[src/rtl/fport_uart_rx_pkg.sv]
// Shared definitions for the F.Port UART receiver: state encoding, bit timing
// helpers and the default F.Port line rate.
package fport_pkg;

  localparam int FPORT_BAUD = 115200;

  typedef enum logic [2:0] {
    ST_IDLE      = 3'd0,
    ST_START     = 3'd1,
    ST_DATA      = 3'd2,
    ST_STOP      = 3'd3,
    ST_WAIT_HIGH = 3'd4
  } rx_state_e;

  // Rounded clocks per bit.
  function automatic int calc_bit_cycles(input int clk_freq, input int baud);
    return (clk_freq + baud / 2) / baud;
  endfunction

  function automatic int calc_half_cycles(input int clk_freq, input int baud);
    return calc_bit_cycles(clk_freq, baud) / 2;
  endfunction

endpackage

[src/rtl/fport_uart_rx_sync.sv]
// Two-flop synchronizer with a configurable asynchronous reset value so the
// line can come out of reset already at its idle level.
module sync_2ff #(
  parameter int               WIDTH   = 1,
  parameter logic [WIDTH-1:0] RST_VAL = '0
) (
  input  logic             i_clk,
  input  logic             i_rst,
  input  logic [WIDTH-1:0] i_d,
  output logic [WIDTH-1:0] o_q
);

  logic [WIDTH-1:0] r_meta;
  logic [WIDTH-1:0] r_sync;

  always_ff @(posedge i_clk or posedge i_rst) begin
    if (i_rst) begin
      r_meta <= RST_VAL;
      r_sync <= RST_VAL;
    end else begin
      r_meta <= i_d;
      r_sync <= r_meta;
    end
  end

  assign o_q = r_sync;

endmodule

[src/rtl/fport_uart_rx.sv]
// 8N1 UART receiver for the F.Port link: synchronized, optionally inverted
// input, majority-voted bits, framing-error and idle-line detection.
module fport_uart_rx
  import fport_pkg::*;
#(
  parameter int CLK_FREQ  = 16000000,
  parameter int BAUD      = FPORT_BAUD,
  parameter bit INVERT    = 1'b1,
  parameter int IDLE_BITS = 10
) (
  input  logic       clock,
  input  logic       reset,
  input  logic       rxPin,
  output logic [7:0] rxData,
  output logic       rxDataAvail,
  output logic       frameError,
  output logic       rxIdle
);

  localparam int BIT_CYCLES  = calc_bit_cycles(CLK_FREQ, BAUD);
  localparam int HALF_CYCLES = calc_half_cycles(CLK_FREQ, BAUD);
  localparam int IDLE_MAX    = IDLE_BITS * BIT_CYCLES;
  localparam int CNT_W       = $clog2(BIT_CYCLES) + 1;
  localparam int IDLE_W      = $clog2(IDLE_MAX) + 1;

  localparam logic [CNT_W-1:0]  C_HALF_M1  = CNT_W'(HALF_CYCLES - 1);
  localparam logic [CNT_W-1:0]  C_BIT_M1   = CNT_W'(BIT_CYCLES - 1);
  localparam logic [CNT_W-1:0]  C_BIT_M2   = CNT_W'(BIT_CYCLES - 2);
  localparam logic [IDLE_W-1:0] C_IDLE_MAX = IDLE_W'(IDLE_MAX);
  localparam logic              PIN_IDLE   = ~INVERT;

  rx_state_e         r_state;
  rx_state_e         w_nextState;
  logic [CNT_W-1:0]  r_bitCnt;
  logic [2:0]        r_bitIdx;
  logic [7:0]        r_shift;
  logic [7:0]        r_rxData;
  logic              r_v0;
  logic              r_v1;
  logic              r_voteDue;
  logic              r_rxDataAvail;
  logic              r_frameError;
  logic [IDLE_W-1:0] r_idleCnt;

  logic w_pinSync;
  logic w_line;
  logic w_vote;
  logic w_midStart;
  logic w_inBit;
  logic w_cntClr;
  logic w_bitWrap;
  logic w_capV0;
  logic w_shiftEn;
  logic w_loadData;
  logic w_frameErr;

  sync_2ff #(
    .WIDTH   (1),
    .RST_VAL (PIN_IDLE)
  ) u_sync (
    .i_clk (clock),
    .i_rst (reset),
    .i_d   (rxPin),
    .o_q   (w_pinSync)
  );

  assign w_line     = w_pinSync ^ INVERT;
  assign w_vote     = (r_v0 & r_v1) | (r_v0 & w_line) | (r_v1 & w_line);
  assign w_midStart = (r_state == ST_START) && (r_bitCnt == C_HALF_M1);

  always_ff @(posedge clock or posedge reset) begin
    if (reset) begin
      r_state <= ST_IDLE;
    end else begin
      r_state <= w_nextState;
    end
  end

  always_comb begin
    w_nextState = r_state;
    case (r_state)
      ST_IDLE:      if (!w_line) w_nextState = ST_START;
      ST_START:     if (w_midStart) w_nextState = w_line ? ST_IDLE : ST_DATA;
      ST_DATA:      if (r_voteDue && (r_bitIdx == 3'd7)) w_nextState = ST_STOP;
      ST_STOP:      if (r_voteDue) w_nextState = w_vote ? ST_IDLE : ST_WAIT_HIGH;
      ST_WAIT_HIGH: if (w_line) w_nextState = ST_IDLE;
      default:      w_nextState = ST_IDLE;
    endcase
  end

  // The vote is resolved on the cycle after the counter wraps, using the
  // two stored samples plus the live line value.
  always_comb begin
    w_inBit    = (r_state == ST_DATA) || (r_state == ST_STOP);
    w_cntClr   = (r_state == ST_IDLE) || (r_state == ST_WAIT_HIGH) || w_midStart;
    w_bitWrap  = w_inBit && (r_bitCnt == C_BIT_M1);
    w_capV0    = w_inBit && (r_bitCnt == C_BIT_M2);
    w_shiftEn  = (r_state == ST_DATA) && r_voteDue;
    w_loadData = (r_state == ST_STOP) && r_voteDue && w_vote;
    w_frameErr = (r_state == ST_STOP) && r_voteDue && !w_vote;
  end

  always_ff @(posedge clock or posedge reset) begin
    if (reset) begin
      r_bitCnt      <= '0;
      r_bitIdx      <= '0;
      r_shift       <= '0;
      r_rxData      <= '0;
      r_v0          <= 1'b0;
      r_v1          <= 1'b0;
      r_voteDue     <= 1'b0;
      r_rxDataAvail <= 1'b0;
      r_frameError  <= 1'b0;
    end else begin
      if (w_cntClr || w_bitWrap) begin
        r_bitCnt <= '0;
      end else begin
        r_bitCnt <= r_bitCnt + 1'b1;
      end
      r_voteDue <= w_bitWrap;
      if (w_capV0) r_v0 <= w_line;
      if (w_bitWrap) r_v1 <= w_line;
      if (w_midStart) begin
        r_bitIdx <= '0;
      end else if (w_shiftEn && (r_bitIdx != 3'd7)) begin
        r_bitIdx <= r_bitIdx + 1'b1;
      end
      if (w_shiftEn) r_shift <= {w_vote, r_shift[7:1]};
      if (w_loadData) r_rxData <= r_shift;
      r_rxDataAvail <= w_loadData;
      r_frameError  <= w_frameErr;
    end
  end

  // Any low line clears the idle count, so a start bit beats saturation.
  always_ff @(posedge clock or posedge reset) begin
    if (reset) begin
      r_idleCnt <= '0;
    end else if (!w_line) begin
      r_idleCnt <= '0;
    end else if ((r_state == ST_IDLE) && (r_idleCnt != C_IDLE_MAX)) begin
      r_idleCnt <= r_idleCnt + 1'b1;
    end
  end

  assign rxData      = r_rxData;
  assign rxDataAvail = r_rxDataAvail;
  assign frameError  = r_frameError;
  assign rxIdle      = (r_idleCnt == C_IDLE_MAX);

endmodule

[config.mk]
export PLATFORM = sky130hd
export DESIGN_NAME = fport_uart_rx
export DESIGN_NICKNAME = d
export VERILOG_FILES = /design/src/rtl/fport_uart_rx_pkg.sv /design/src/rtl/fport_uart_rx_sync.sv /design/src/rtl/fport_uart_rx.sv
export SDC_FILE = /design/constraint.sdc
export NUM_CORES = 1
export LEC_CHECK = 0
export CAP_MARGIN = 20
export CORE_MARGIN = 5
export CORE_UTILIZATION = 45
export DETAILED_ROUTE_END_ITERATION = 8
export GPL_TIMING_DRIVEN = 0
export SYNTH_ARGS = -nofsm -noshare
export SYNTH_HDL_FRONTEND = slang
export SYNTH_SLANG_ARGS = --single-unit
[constraint.sdc]
create_clock -name clock -period 2.9 [get_ports clock]
set_input_delay 0.435 -clock clock [delete_from_list [all_inputs] [get_ports clock]]
set_output_delay 0.435 -clock clock [all_outputs]
set_load 0.005 [all_outputs]
Word-level counts from Yosys, hierarchy flattened
Cells that the tools add are included.
- reduce and logical (&&, ||, !) cells: 19
- add/subtract/negate cells: 3
- bitwise operators: 6
- equality and inequality tests: 16
- mux-type cells: 13
- operators with widths (cell ; number):
    12-bit 2-to-1 mux ; 2
    3-bit 2-to-1 mux ; 8
    9-bit by 8-bit equality test with 1-bit output (second input constant) ; 2
    3-bit one-hot mux with 5 select lines ; 1
    12-bit by 1-bit adder with 12-bit output (second input constant) ; 1
    12-bit by 11-bit equality test with 1-bit output (second input constant) ; 1
    12-bit by 11-bit inequality test with 1-bit output (second input constant) ; 1
    1-bit logical AND ; 10
    9-bit by 1-bit adder with 9-bit output (second input constant) ; 1
    9-bit by 7-bit equality test with 1-bit output (second input constant) ; 1
    9-bit 2-to-1 mux ; 1
    2-bit inequality test (second input constant) ; 4
    3-bit by 2-bit equality test with 1-bit output (second input constant) ; 2
    3-bit equality test (second input constant) ; 2
    5-bit AND reduction ; 1
    1-bit logical OR ; 4
    2-bit nonzero test ; 2
    3-bit by 1-bit adder with 3-bit output (second input constant) ; 1
    1-bit AND ; 3
    3-bit by 1-bit equality test with 1-bit output (second input constant) ; 1
    3-bit logical NOT ; 1
    3-bit inequality test (second input constant) ; 1
    2-bit 2-to-1 mux ; 1
    2-bit by 1-bit inequality test with 1-bit output (second input constant) ; 1
    3 further kinds ; 4
- output and inout port bits: 11
- register bits: 50
- logic and storage cells: 70
- bits of input ports: 3

Longest topological paths before layout
Gate-level depths: netlist (run 1).
- word-level depth: 7
- mapped depth: 8
- depth with buffers taken out: 7

Cells and area by module
From an unflattened synthesis (run 1), not the netlist that was laid out.
- cells, all modules: 207
- area, all modules: 2348.5 um^2
- by module, submodules not included (module ; times used ; area each (um^2) ; cells each):
    fport_uart_rx ; 1 ; 2294.7 ; 204
    sync_2ff ; 1 ; 53.8 ; 3

Least setup slack after synthesis (run 1)
OpenSTA, ideal clock, no wires.
- kind: register to register
- from: register r_idleCnt[4]
- to: register r_idleCnt[7]
- path slack: 0.842 ns
- stages on the path, launching flop included: 6
- clock period less this slack: 2.058 ns
- data arrival time: 1.933 ns
- library setup time: 0.125 ns
- cells stage by stage: dfrtp_1 or4b_1 or4_1 buf_2 and4_4 mux2_4
- word-level cells in the longest chain between the ends: 3
- RTL lines (what ; line ; RTL):
    start, declared ; fport_uart_rx.sv:43 ; logic [IDLE_W-1:0] r_idleCnt;
    start signal, assigned ; fport_uart_rx.sv:142 ; r_idleCnt <= r_idleCnt + 1'b1;
    12-bit by 1-bit adder with 12-bit output or 12-bit by 11-bit inequality test with 1-bit output (tied branches) ; fport_uart_rx.sv:142, fport_uart_rx.sv:141 ;
    12-bit 2-to-1 mux or 1-bit logical AND (tied branches) ; fport_uart_rx.sv:141 ; end else if ((r_state == ST_IDLE) && (r_idleCnt != C_IDLE_MAX)) begin
    12-bit 2-to-1 mux or 2-bit nonzero test (tied branches) ; - ;
Parallel ways exist; a longest one is shown, timed or not. The select of a mux whose other input is x is not followed.
A chain may end at the register's enable or synchronous reset.

Final worst setup path (run 1)
- from: register r_idleCnt[11]
- to: output rxIdle
- word-level cells in the longest chain between the ends: 1
- RTL lines (what ; line ; RTL):
    12-bit by 11-bit equality test with 1-bit output ; fport_uart_rx.sv:149 ; assign rxIdle = (r_idleCnt == C_IDLE_MAX);
    end, declared ; fport_uart_rx.sv:17 ; output logic rxIdle
Every way passes these cells.

==> summary.txt, run 1 <==
post-synthesis register bit count - 50
fmax - 402.0 MHz
vias in the first global route - 1,537
Reg clk slew, reported paths - 0.09 ns
area occupied by multi-input gates - 992.2 sq um
hold_sp - u_sync.r_meta
GRT busiest layer - met1
Ant. Diodes - 0
HP Class - reg2reg
CP Max Fanout - 6
R2R depth - 5
Die Height - 81.97 um
clk_lat worst skew - 0.30 ns
synthesized area per cell - 11.00 sq um
Unique masters post-synth - 38
TritonCTS clock tree - done
FF-to-FF End - rxData[2]
die width - 81.97 um
NumNets Final - 245
CTS H-tree depth - 2
RSZ-0062 raised after global routing - no
Min-Delay Endpoint - u_sync.o_q
commonest non-fill, non-tap cell in the layout - dfrtp_1
grt met3 use - 0.03289
Setup-failing EPs final - 0
area overhead of the layout relative to synthesis - 14.71%
Cell Area, Synth - 2331 sq um
Period minus WS final - 2.487 ns
setup ws final - 0.4126 ns
vias per cell - 5.102
total CTS buffers - 5
Max Cap Violations - 0
Setup crit end kind - primary output
Post-Layout Inst Area - 2674 sq um
Worst R2R Start - u_sync.o_q
first-pass GRT wire length - 7.383 mm
Final period util - 0.8577
CTS Buffer Depth - 2
WS Path Type - reg2out
FF/Latch Area - 1251 sq um
Hold Vio Cnt, Final - 0
Rel. slew slack - 0.6302
outcome - complete, no violations
ys flop type - dfrtp_1
TritonCTS Sinks - 50
placed cell area - 2569 sq um
worst-case clock skew - 0.003582 ns
pre-CTS setup slack - 0.2989 ns
via count - 1,556
Starting Density - 0.4593
Root Driver - clkbuf_8
Routed WL - 4.168 mm
setup tns final - 0 ns
WL per Instance - 13.67 um
Post-DRT Antenna Nets - 0
share of cells above drive strength 1 - 0.1404
max-slew violation count - 0
row cnt - 26
Syn. warnings - 0
Core Box Area - 5075 sq um
FFs w/ async S/R, synth - 1.000
Die ar. - 6719 sq um
grt ovf - 0
EDFF count, synth - 0
arrival time worst endpoint - 2.05 ns
initial antenna violation count - 0
Ports - 14
First-pass DRT Iterations - 4
CTS hold repair buffers - 0
sequential cell area fraction in the yosys report - 0.5368
GR Util met2 - 0.2108
Req. time, crit path - 2.47 ns
PD cells - 603.8 nW/um^2
Hold Crit Depth - 0
Mapped Nets - 223
drt initial violations - 56
M1 GR Usage - 0.2110
gp weighted congestion - 0.7921
maximum resistive drop on vdd - 451.5 uV
Setup crit start kind - register
register-to-register setup slack - 0.71 ns
largest net degree at the start of global routing - 27
HPWL after DPL - 2.946 mm
DR DRC count - 0
fillcell total - 484
Total Routing Usage GR - 0.1439
number of buffers added on ports - 13
Slew @ Worst Pin - 0.5530 ns
most frequent cells in the layout - dfrtp_1, nor2_1, mux2_2
Mapped Cells - 212
Leak - 1.211 nW
## how the worst max path moves through the flow
| stage | from | end | cells after the start |
|---|---|---|---|
| after global routing | r_idleCnt[4] | rxIdle | 5 |
| final | r_idleCnt[11] | rxIdle | 5 |
| after global placement | reset | r_bitCnt[5] | 2 |
| after floorplan | r_idleCnt[4] | r_idleCnt[7] | 5 |
| after CTS | r_idleCnt[4] | rxIdle | 5 |
| after detailed placement | r_idleCnt[4] | rxIdle | 5 |
## registers in the layout, indices dropped and copies added, names as in the netlist
| signal | count |
|---|---|
| r_shift | 8 |
| r_idleCnt | 12 |
| rxDataAvail | 1 |
| r_voteDue | 1 |
| r_v0 | 1 |
| r_bitIdx | 3 |
| r_state | 3 |
| r_bitCnt | 9 |
| u_sync.r_meta | 1 |
| rxData | 8 |
| r_v1 | 1 |
| u_sync.o_q | 1 |
| frameError | 1 |
## power breakdown
group / switching [W] / total (W) / leakage [nW] / internal (W)
clock: 0.000233 / 0.000403 / 0.0441 / 0.000170
combinational: 0.000201 / 0.000345 / 0.491 / 0.000143
sequential: 0.0000959 / 0.000867 / 0.676 / 0.000771
## routing by layer
layer  routed length (um)  vias up
met1                 2159      737
li1                     -      795
met5                    0        -
met4                   43        0
met2                 1845       19
met3                  119        5
## kinds of logic (layout without fill, tap and decap cells)
| kind of cell | Yosys count | in the layout | synth area share |
|---|---|---|---|
| AO/OA/AOI/OAI | 22 | 22 | 0.06012 |
| multiplexers | 17 | 17 | 0.08373 |
| XOR/XNOR | 13 | 13 | 0.04885 |
| AND/OR/NAND/NOR | 78 | 78 | 0.1857 |
| flip-flops | 50 | 50 | 0.5368 |
| buffers and inverters | 23 | 46 | 0.03757 |
| adder cells (fa/ha/maj) | 9 | 9 | 0.04724 |
## per-stage QoR
stage	total power [W]	cells	utilization	hold slack [ns]
after CTS	0.001640	305	0.5259	0.3682
after floorplan	0.001129	212	-	0.3312
after global routing	0.001740	305	0.5269	0.3853
after global placement	0.001216	295	0.5022	0.3350
after detailed placement	0.001228	296	0.5062	0.3465
final	0.001615	305	0.5269	0.3644
## worst max-delay path, cell delays in order (launching register included)
cell,delay (ns)
dfrtp_1,0.39
or4b_1,0.52
or4_1,0.47
buf_4,0.17
inv_4,0.08
dlymetal6s2s_1,0.13
## synth_stat cells, types with 2 or more instances
master    instances  share of area
dfrtp_1          50           0.54
nor2_1           19          0.031
mux2_2           16          0.077
inv_1            14          0.023
nor3_1           10          0.021
nand2_1           9          0.014
a21oi_1           8          0.017
ha_1              8          0.043
nand3_1           8          0.017
nand4_1           8          0.021
clkbuf_1          7          0.011
xor2_1            7          0.026
xnor2_1           6          0.023
o21ai_0           5          0.011
nand2b_1          3         0.0081
nand4b_1          3          0.011
nor4_1            3         0.0081
or4b_1            3          0.013
a31o_2            2         0.0075
nor2b_1           2         0.0054
nor4bb_1          2         0.0086
o31a_1            2         0.0075
or3_1             2         0.0054
## timing repair
item	CTS	global route
setup endpoints to repair	1	1
cloned	0	0
setup buffers	1	0
resized for setup	1	3
hold endpoints to repair	0	0
## final cells by class
cell class	count	area share
plain buffers	8	0.01263
clock buffers	5	0.02574
clock inverters	3	0.007955
inverters	15	0.02199
multi-input cells	139	0.3711
flip-flops and latches	50	0.4679
well taps	70	0.03276
repair buffers	15	0.05990
(Power assumes the default switching activity.)
==> run 2, diff against run 1 <==
--- a/config.mk
+++ b/config.mk
@@ -8,6 +8,7 @@
 export CAP_MARGIN = 20
 export CORE_MARGIN = 5
 export CORE_UTILIZATION = 45
+export CTS_BUF_LIST = sky130_fd_sc_hd__clkbuf_16
 export DETAILED_ROUTE_END_ITERATION = 8
 export GPL_TIMING_DRIVEN = 0
 export SYNTH_ARGS = -nofsm -noshare
==> summary.txt, run 2 (synthesis results as in run 1) <==
die width - 81.97 um
Setup-failing EPs final - 0
Hold Crit Depth - 0
setup tns final - 0 ns
Die Height - 81.97 um
FF/Latch Area - 1251 sq um
vias in the first global route - 1,524
RSZ-0062 raised after global routing - no
vias per cell - 5.092
First-pass DRT Iterations - 4
Worst Setup EP - rxIdle
CTS hold repair buffers - 0
Worst setup startpoint - r_idleCnt[11]
Top Registers - r_idleCnt x12, r_bitCnt x9
Core Box Area - 5075 sq um
Period minus WS final - 2.467 ns
share of cells above drive strength 1 - 0.1404
Die ar. - 6719 sq um
number of buffers added on ports - 13
setup ws final - 0.4332 ns
HPWL after DPL - 2.946 mm
TritonCTS clock tree - done
NumNets Final - 245
fmax - 405.4 MHz
Starting Density - 0.4593
switching power - 0.0005469 W
Worst R2R Start - u_sync.o_q
Root Driver - clkbuf_16
WS Path Type - reg2out
worst-case clock skew - 0.002123 ns
Total Routing Usage GR - 0.1448
clk_lat worst skew - 0.28 ns
Reg clk slew, reported paths - 0.06 ns
Largest Register - r_idleCnt
commonest non-fill, non-tap cell in the layout - dfrtp_1
Ports - 14
Routed WL - 4.189 mm
Ant. Diodes - 0
fillcell total - 471
drt initial violations - 79
GR Util met2 - 0.2124
Post-DRT Antenna Nets - 0
largest net degree at the start of global routing - 27
Req. time, crit path - 2.47 ns
total CTS buffers - 5
Slew @ Worst Pin - 0.5524 ns
CP Max Fanout - 6
Internal - 0.001235 W
outcome - complete, no violations
Clock power frac - 0.320
most frequent cells in the layout - dfrtp_1, nor2_1, mux2_2
max-slew violation count - 0
area occupied by multi-input gates - 992.2 sq um
Setup crit start kind - register
CTS H-tree depth - 2
DR DRC count - 0
area overhead of the layout relative to synthesis - 17.12%
Final period util - 0.8506
grt ovf - 0
first-pass GRT wire length - 7.410 mm
R2R depth - 5
HP Class - reg2reg
Rel. slew slack - 0.6306
arrival time worst endpoint - 2.03 ns
FF-to-FF End - rxData[2]
CTS Buffer Depth - 2
register-to-register setup slack - 0.73 ns
M1 GR Usage - 0.2122
PD cells - 652.7 nW/um^2
Comb pwr share - 0.194
Setup crit end kind - primary output
TritonCTS Sinks - 50
gp weighted congestion - 0.7921
GRT busiest layer - met2
grt met3 use - 0.03289
Max Cap Violations - 0
Reg power frac - 0.487
maximum resistive drop on vdd - 448.9 uV
row cnt - 26
Sw Ratio - 0.3069
WL per Instance - 13.73 um
pre-CTS setup slack - 0.2989 ns
number of flip-flops in the largest register - 12
initial antenna violation count - 0
Hold Vio Cnt, Final - 0
Leak - 1.237 nW
via count - 1,553
-- run 2: cell count changes in the layout (fill, tap and decap cells not counted) --
cell	change
clkbuf_16	+5
clkbuf_8	-5
-- run 2: metal layers --
layer,wire length (um),share of wire
met1,2129,0.51
met2,1910,0.46
met3,123,0.029
met4,25,0.0060
met5,0,0
-- run 2: timing repair --
item                       4_1_cts  5_1_grt
hold endpoints to repair         0        0
gates resized for setup          0        4
setup endpoints to repair        1        1
setup buffers                    1        0
-- run 2: final cells by class --
class / count / share of cell area
tap: 70 / 0.03208
clock buffer: 5 / 0.04583
multi-input combinational: 139 / 0.3634
timing repair buffer: 15 / 0.05866
sequential: 50 / 0.4583
clock inverter: 3 / 0.007791
inverter: 15 / 0.02154
buffer: 8 / 0.01237
-- run 2: metrics by stage --
| stage | util | instances | total power [W] | hold WS (ns) | cell area, sq um |
|---|---|---|---|---|---|
| final | 0.5380 | 305 | 0.001782 | 0.3662 | 2730 |
| after global routing | 0.5380 | 305 | 0.001911 | 0.3755 | 2730 |
| after detailed placement | 0.5062 | 296 | 0.001228 | 0.3465 | 2569 |
| after floorplan | - | 212 | 0.001129 | 0.3312 | 2331 |
| after CTS | 0.5365 | 305 | 0.001810 | 0.3677 | 2723 |
| after global placement | 0.5022 | 295 | 0.001216 | 0.3350 | 2549 |
-- run 2: critical path, stage by stage (launching register included) --
cell,delay (ns)
dfrtp_1,0.38
or4b_1,0.52
or4_1,0.47
buf_4,0.18
inv_4,0.08
dlymetal6s2s_1,0.13
-- run 2: power by group through the flow --
stage / Clock, W / Combinational (W) / Sequential (W)
2_1_floorplan: 0 / 0.000276 / 0.000853
3_5_place_dp: 0 / 0.000347 / 0.000881
6_report: 0.000570 / 0.000345 / 0.000867
5_1_grt: 0.000626 / 0.000406 / 0.000878
3_3_place_gp: 0 / 0.000336 / 0.000880
4_1_cts: 0.000592 / 0.000350 / 0.000868
-- run 2: worst min path at each step --
| stage | end | slack (ns) | from |
|---|---|---|---|
| CTS | u_sync.o_q | 0.37 | u_sync.r_meta |
| detailed placement | u_sync.o_q | 0.35 | u_sync.r_meta |
| global placement | u_sync.o_q | 0.33 | u_sync.r_meta |
| finish | u_sync.o_q | 0.37 | u_sync.r_meta |
| global route | u_sync.o_q | 0.38 | u_sync.r_meta |
| floorplan | u_sync.o_q | 0.33 | u_sync.r_meta |
==> patch 1, RTL diff (config.mk and constraints of run 2) <==
Change the parameter `INVERT` from 1'b1 to 1'b0.
--- a/src/rtl/fport_uart_rx.sv
+++ b/src/rtl/fport_uart_rx.sv
@@ -5,7 +5,7 @@
 #(
   parameter int CLK_FREQ  = 16000000,
   parameter int BAUD      = FPORT_BAUD,
-  parameter bit INVERT    = 1'b1,
+  parameter bit INVERT    = 1'b0,
   parameter int IDLE_BITS = 10
 ) (
   input  logic       clock,
Formal check against the unedited RTL: no difference found for any inputs over 10 cycles, from zero or initial values and one cycle with reset high; that may be too few to reach the edited logic, so the function may still have changed.
==> patch 1 against run 2 <==
First-iteration DRC count increased by 15%. Sequential cell count unchanged. Final area increased by 0.64%. Worst setup slack better by 0.097 ns. Wire length up 0.21%. Highest routed layer unchanged. Largest cell class unchanged. Sequential share of layout area down 0.20 points. Synthesized area up 1.6%. Final cell count fell by 3.6%. Die area is 1.4% higher.
Power is not compared: it rests on default switching activity, and its combinational part moved more than twofold at a synthesized area within 25%.
==> patch 1: results <==
[place]
gp_congestion = 0.7608
dp_hpwl_mm = 3.082
port_buffers = 13

[sta]
worst_slew_pin_slew_ns = 0.5927
fin_skew_ns = 0.003648

[grt]
antenna_found_initial = 0
grt_max_degree = 39
grt_pass1_wl_mm = 7.590
grt_pass1_vias = 1701
grtUsageTotal_pct = 14.32

[min_path]
hold_class = "register to register"

[layout]
drive_above_1_share_pct = 18.75
reg_top3 = "r_idleCnt x12, r_bitCnt x9"
fin_nets = 234
antennaDiodeCount = 0
fillers = 476

[clock_network]
clkTransAtPathRegs_ns = 0.06
post_cts_resized = 0
clockBufferDepth = 2
post_cts.repair.setup_buffers = 0
htree_levels = 2
cts-root-buf = "clkbuf_16"
insertion_delay_ns = 0.28
cts_buffers = 5

[logic_synthesis]
synthDistinctLibCells = 41
ys_top_cells_by_area = "dfrtp_1 51%, mux2_2 7.6%, ha_1 4.2%"
synth_warnings = 0
ys_seq_area_share_pct = 52.93
ys_async_sr_fraction_pct = 100.0
synth_common_cells = "48 x dfrtp_1, 21 x nor2_1, 16 x mux2_2, 11 x xor2_1"
synth-edff-count = 0
syn_nets = 213
synthFlopType = "dfrtp_1"

[route]
dr.pass1.iters = 4
totalWireLength_mm = 4.198
drtIter0Drc = 91
num_vias = 1573

[power_and_ir_drop]
p_leak_nw = 1.250
peakVddDrop_mv = 0.2842

[floorplanning]
die-area_mm2 = 0.006815

[status]
status = "completed"

[setup_path]
reg2reg_slack_ns = 1.18
worstPathArrival_ns = 1.93
cp_max_fo = 6
==> patch 1: changes by cell type after synthesis, sizes merged, moves of 4 or more <==
cell           run 2  this run
xor2               7        11
buf                1         5
inv               15         6
clkbuf             7         2
and2               0         4
==> patch 1: cell type report <==
class | count | area, µm² | share of cell area, %
Sequential cell | 50 | 1254 | 45.63
Clock inverter | 3 | 16.27 | 0.5920
Tap cell | 70 | 87.58 | 3.188
Buffer | 7 | 52.55 | 1.913
Multi-Input combinational cell | 139 | 1040 | 37.84
Timing Repair Buffer | 14 | 150.1 | 5.464
Inverter | 6 | 22.52 | 0.8197
Clock buffer | 5 | 125.1 | 4.554
==> patch 1: logic make-up (layout without fill, tap and decap cells) <==
family          Yosys count  count (layout)  share of synthesized area [%]
simple gates             79              79                          19.81
flops                    50              50                          52.93
mux                      20              20                          9.403
compound gates           17              17                          4.860
xor+xnor                 14              14                          5.177
buf+inv                  13              35                          3.169
fa+ha+maj                 9               9                          4.649
==> patch 1: power by group <==
part / switching, mW / internal (mW) / total, mW
logic: 0.0177 / 0.00653 / 0.0242
registers: 0.00144 / 0.700 / 0.701
clock network: 0.242 / 0.315 / 0.557
total: 0.261 / 1.02 / 1.28
==> patch 1: final timing paths <==
kind,from,end,cells past startpoint
max,r_idleCnt[9],rxIdle,4
min,u_sync.r_meta,u_sync.o_q,0
max reg2reg,r_idleCnt[0],r_idleCnt[4],5
min reg2reg,u_sync.r_meta,u_sync.o_q,0
max in group asynchronous,reset,u_sync.o_q,3
min in group asynchronous,reset,r_idleCnt[9],2
==> patch 1: through the flow <==
stage                     util [%]  hold slack (ns)  std cells  setup slack (ns)  cell area, µm²
after floorplan                  -           0.3452        202             1.267            2369
after global placement       50.64           0.3483        285            0.4068            2586
after detailed placement     51.03           0.3485        286            0.8399            2606
after CTS                    53.80           0.3582        294            0.5086            2748
after global routing         53.80           0.3647        294            0.4162            2748
final                        53.80           0.3570        294            0.5304            2748
==> patch 1: critical path, cell delays in order, from the launching register on <==
cell and delay (ns):
dfrtp_1 0.41, nor4b_1 0.41, and3_1 0.23, buf_6 0.11, clkdlybuf4s50_1 0.49
==> patch 1: per-layer routing <==
metal | GRT usage (%) | vias up | share of wire, % | routed length, µm
met1 | 17.12 | 801 | 44 | 1865
met4 | 2.614 | 0 | 0.19 | 8
met3 | 4.230 | 2 | 3.1 | 132
met5 | 0 | - | 0 | 0
li1 | - | 754 | - | -
met2 | 25.64 | 16 | 52 | 2191
==> patch 2, RTL diff (config.mk and constraints of run 2) <==
Made on the original files. Encoding of `rx_state_e`: now one-hot (5 bits for 5 states).
--- a/src/rtl/fport_uart_rx_pkg.sv
+++ b/src/rtl/fport_uart_rx_pkg.sv
@@ -4,12 +4,12 @@
 
   localparam int FPORT_BAUD = 115200;
 
-  typedef enum logic [2:0] {
-    ST_IDLE      = 3'd0,
-    ST_START     = 3'd1,
-    ST_DATA      = 3'd2,
-    ST_STOP      = 3'd3,
-    ST_WAIT_HIGH = 3'd4
+  typedef enum logic [4:0] {
+    ST_IDLE      = 5'b00001,
+    ST_START     = 5'b00010,
+    ST_DATA      = 5'b00100,
+    ST_STOP      = 5'b01000,
+    ST_WAIT_HIGH = 5'b10000
   } rx_state_e;
 
   // Rounded clocks per bit.
Check against the original RTL: same outputs for any inputs over 10 cycles, from zero or initial values and one cycle with reset high; not proved beyond that.
==> patch 2 against run 2 <==
Power grew 2.6%. Non-clock buffer count decreased by 4. Final area increased by 6.2%. Worst setup slack worse by 0.15 ns. Synthesized area increased by 7.3%. Highest routed layer unchanged. Clock power grew 13%. Wire length up 5.9%. Via count up 10%. Sequential cell count grew 2.
==> patch 2: results <==
[logic_synthesis]
synth_xor_area_share_pct = 3.852
ys_seq_area_share_pct = 52.08
syn-mean-instance-area_um2 = 10.78
synth_warnings = 0
synthDistinctLibCells = 40
ys_top_cells_by_area = "dfrtp_1 51%, mux2_2 8.1%, ha_1 4.0%"
synth_compound_area_share_pct = 8.004
synth.area.mux_share_pct = 9.305
synthAdderAreaFrac_pct = 4.002
syn_nets = 243
synth_common_cells = "51 x dfrtp_1, 21 x nor2_1, 18 x mux2_2, 13 x inv_1, 13 x nand3_1"

[power_and_ir_drop]
p_per_area_mw_per_mm2 = 630.6
p_seq_share_pct = 46.6
power.switching_mw = 0.5117
p_leak_nw = 1.260
peakVddDrop_mv = 0.4289
clkPwrFrac_pct = 35.3

[place]
pre_cts_slack_ns = 0.4531
gp_congestion = 0.7944
dp_hpwl_mm = 3.185
port_buffers = 13
dpl_cell_area_mm2 = 0.002741
placed_cells = 318

[clock_network]
post_cts.repair.setup_buffers = 0
cts_buffers = 5
clkTransAtPathRegs_ns = 0.06

[setup_path]
reg2reg_slack_ns = 0.57
regToRegEndpoint = "r_idleCnt[11]"
worstPathArrival_ns = 2.18
worst_path_max_delay_cell = "clkdlybuf4s50_1"
worstReg2RegStart = "r_state[0]"
startpoint = "r_idleCnt[0]"
cp_max_fo = 11
cp_slowest_stage_delay_ns = 0.56

[grt]
grtUsageMet3_pct = 2.748
use_met1_pct = 18.66
grtUsageMet2_pct = 22.21
grt_pass1_wl_mm = 8.066
grt_max_degree = 33
grtUsageTotal_pct = 13.69

[sta]
relSlewSlack_pct = 56.51
fin_skew_ns = 0.006208
fin_crit_sh_pct = 90.07
whs_ns = 0.3559

[route]
met1Wirelength_mm = 2.121
totalWireLength_mm = 4.435
dr.pass1.iters = 4
top_layer = "met4"
num_vias = 1714
drtIter0Drc = 73
wl_met3_um = 142
via_per_inst = 5.274
wl_met2_mm = 2.120

[layout]
drive_above_1_share_pct = 12.65
fin_nets = 263
fillers = 478
antennaDiodeCount = 0
multi_input_area_mm2 = 0.001126

[min_path]
hold_depth = 0

[status]
status = "completed"
-- patch 2: changes by cell type after synthesis, sizes merged, moves of 5 or more --
cell / run 2 / this run
nand4: 8 / 1
xor2: 7 / 2
nand3: 8 / 13
o31ai: 0 / 7
nor2b: 2 / 7
-- patch 2: layout make-up --
| type | count | area share (%) |
|---|---|---|
| buffer | 5 | 0.6903 |
| clock buffer | 5 | 4.314 |
| clock inverter | 3 | 1.294 |
| inverter | 13 | 1.682 |
| multi-input combinational | 161 | 38.83 |
| sequential | 52 | 44.91 |
| tap | 72 | 3.106 |
| timing repair buffer | 14 | 5.177 |
-- patch 2: worst max-delay path by stage --
| stage | cells past startpoint | end |
|---|---|---|
| final | 5 | rxIdle |
| after global routing | 5 | rxIdle |
| after CTS | 6 | rxIdle |
| after detailed placement | 6 | rxIdle |
| after global placement | 2 | r_bitCnt[2] |
| after floorplan | 5 | r_idleCnt[11] |
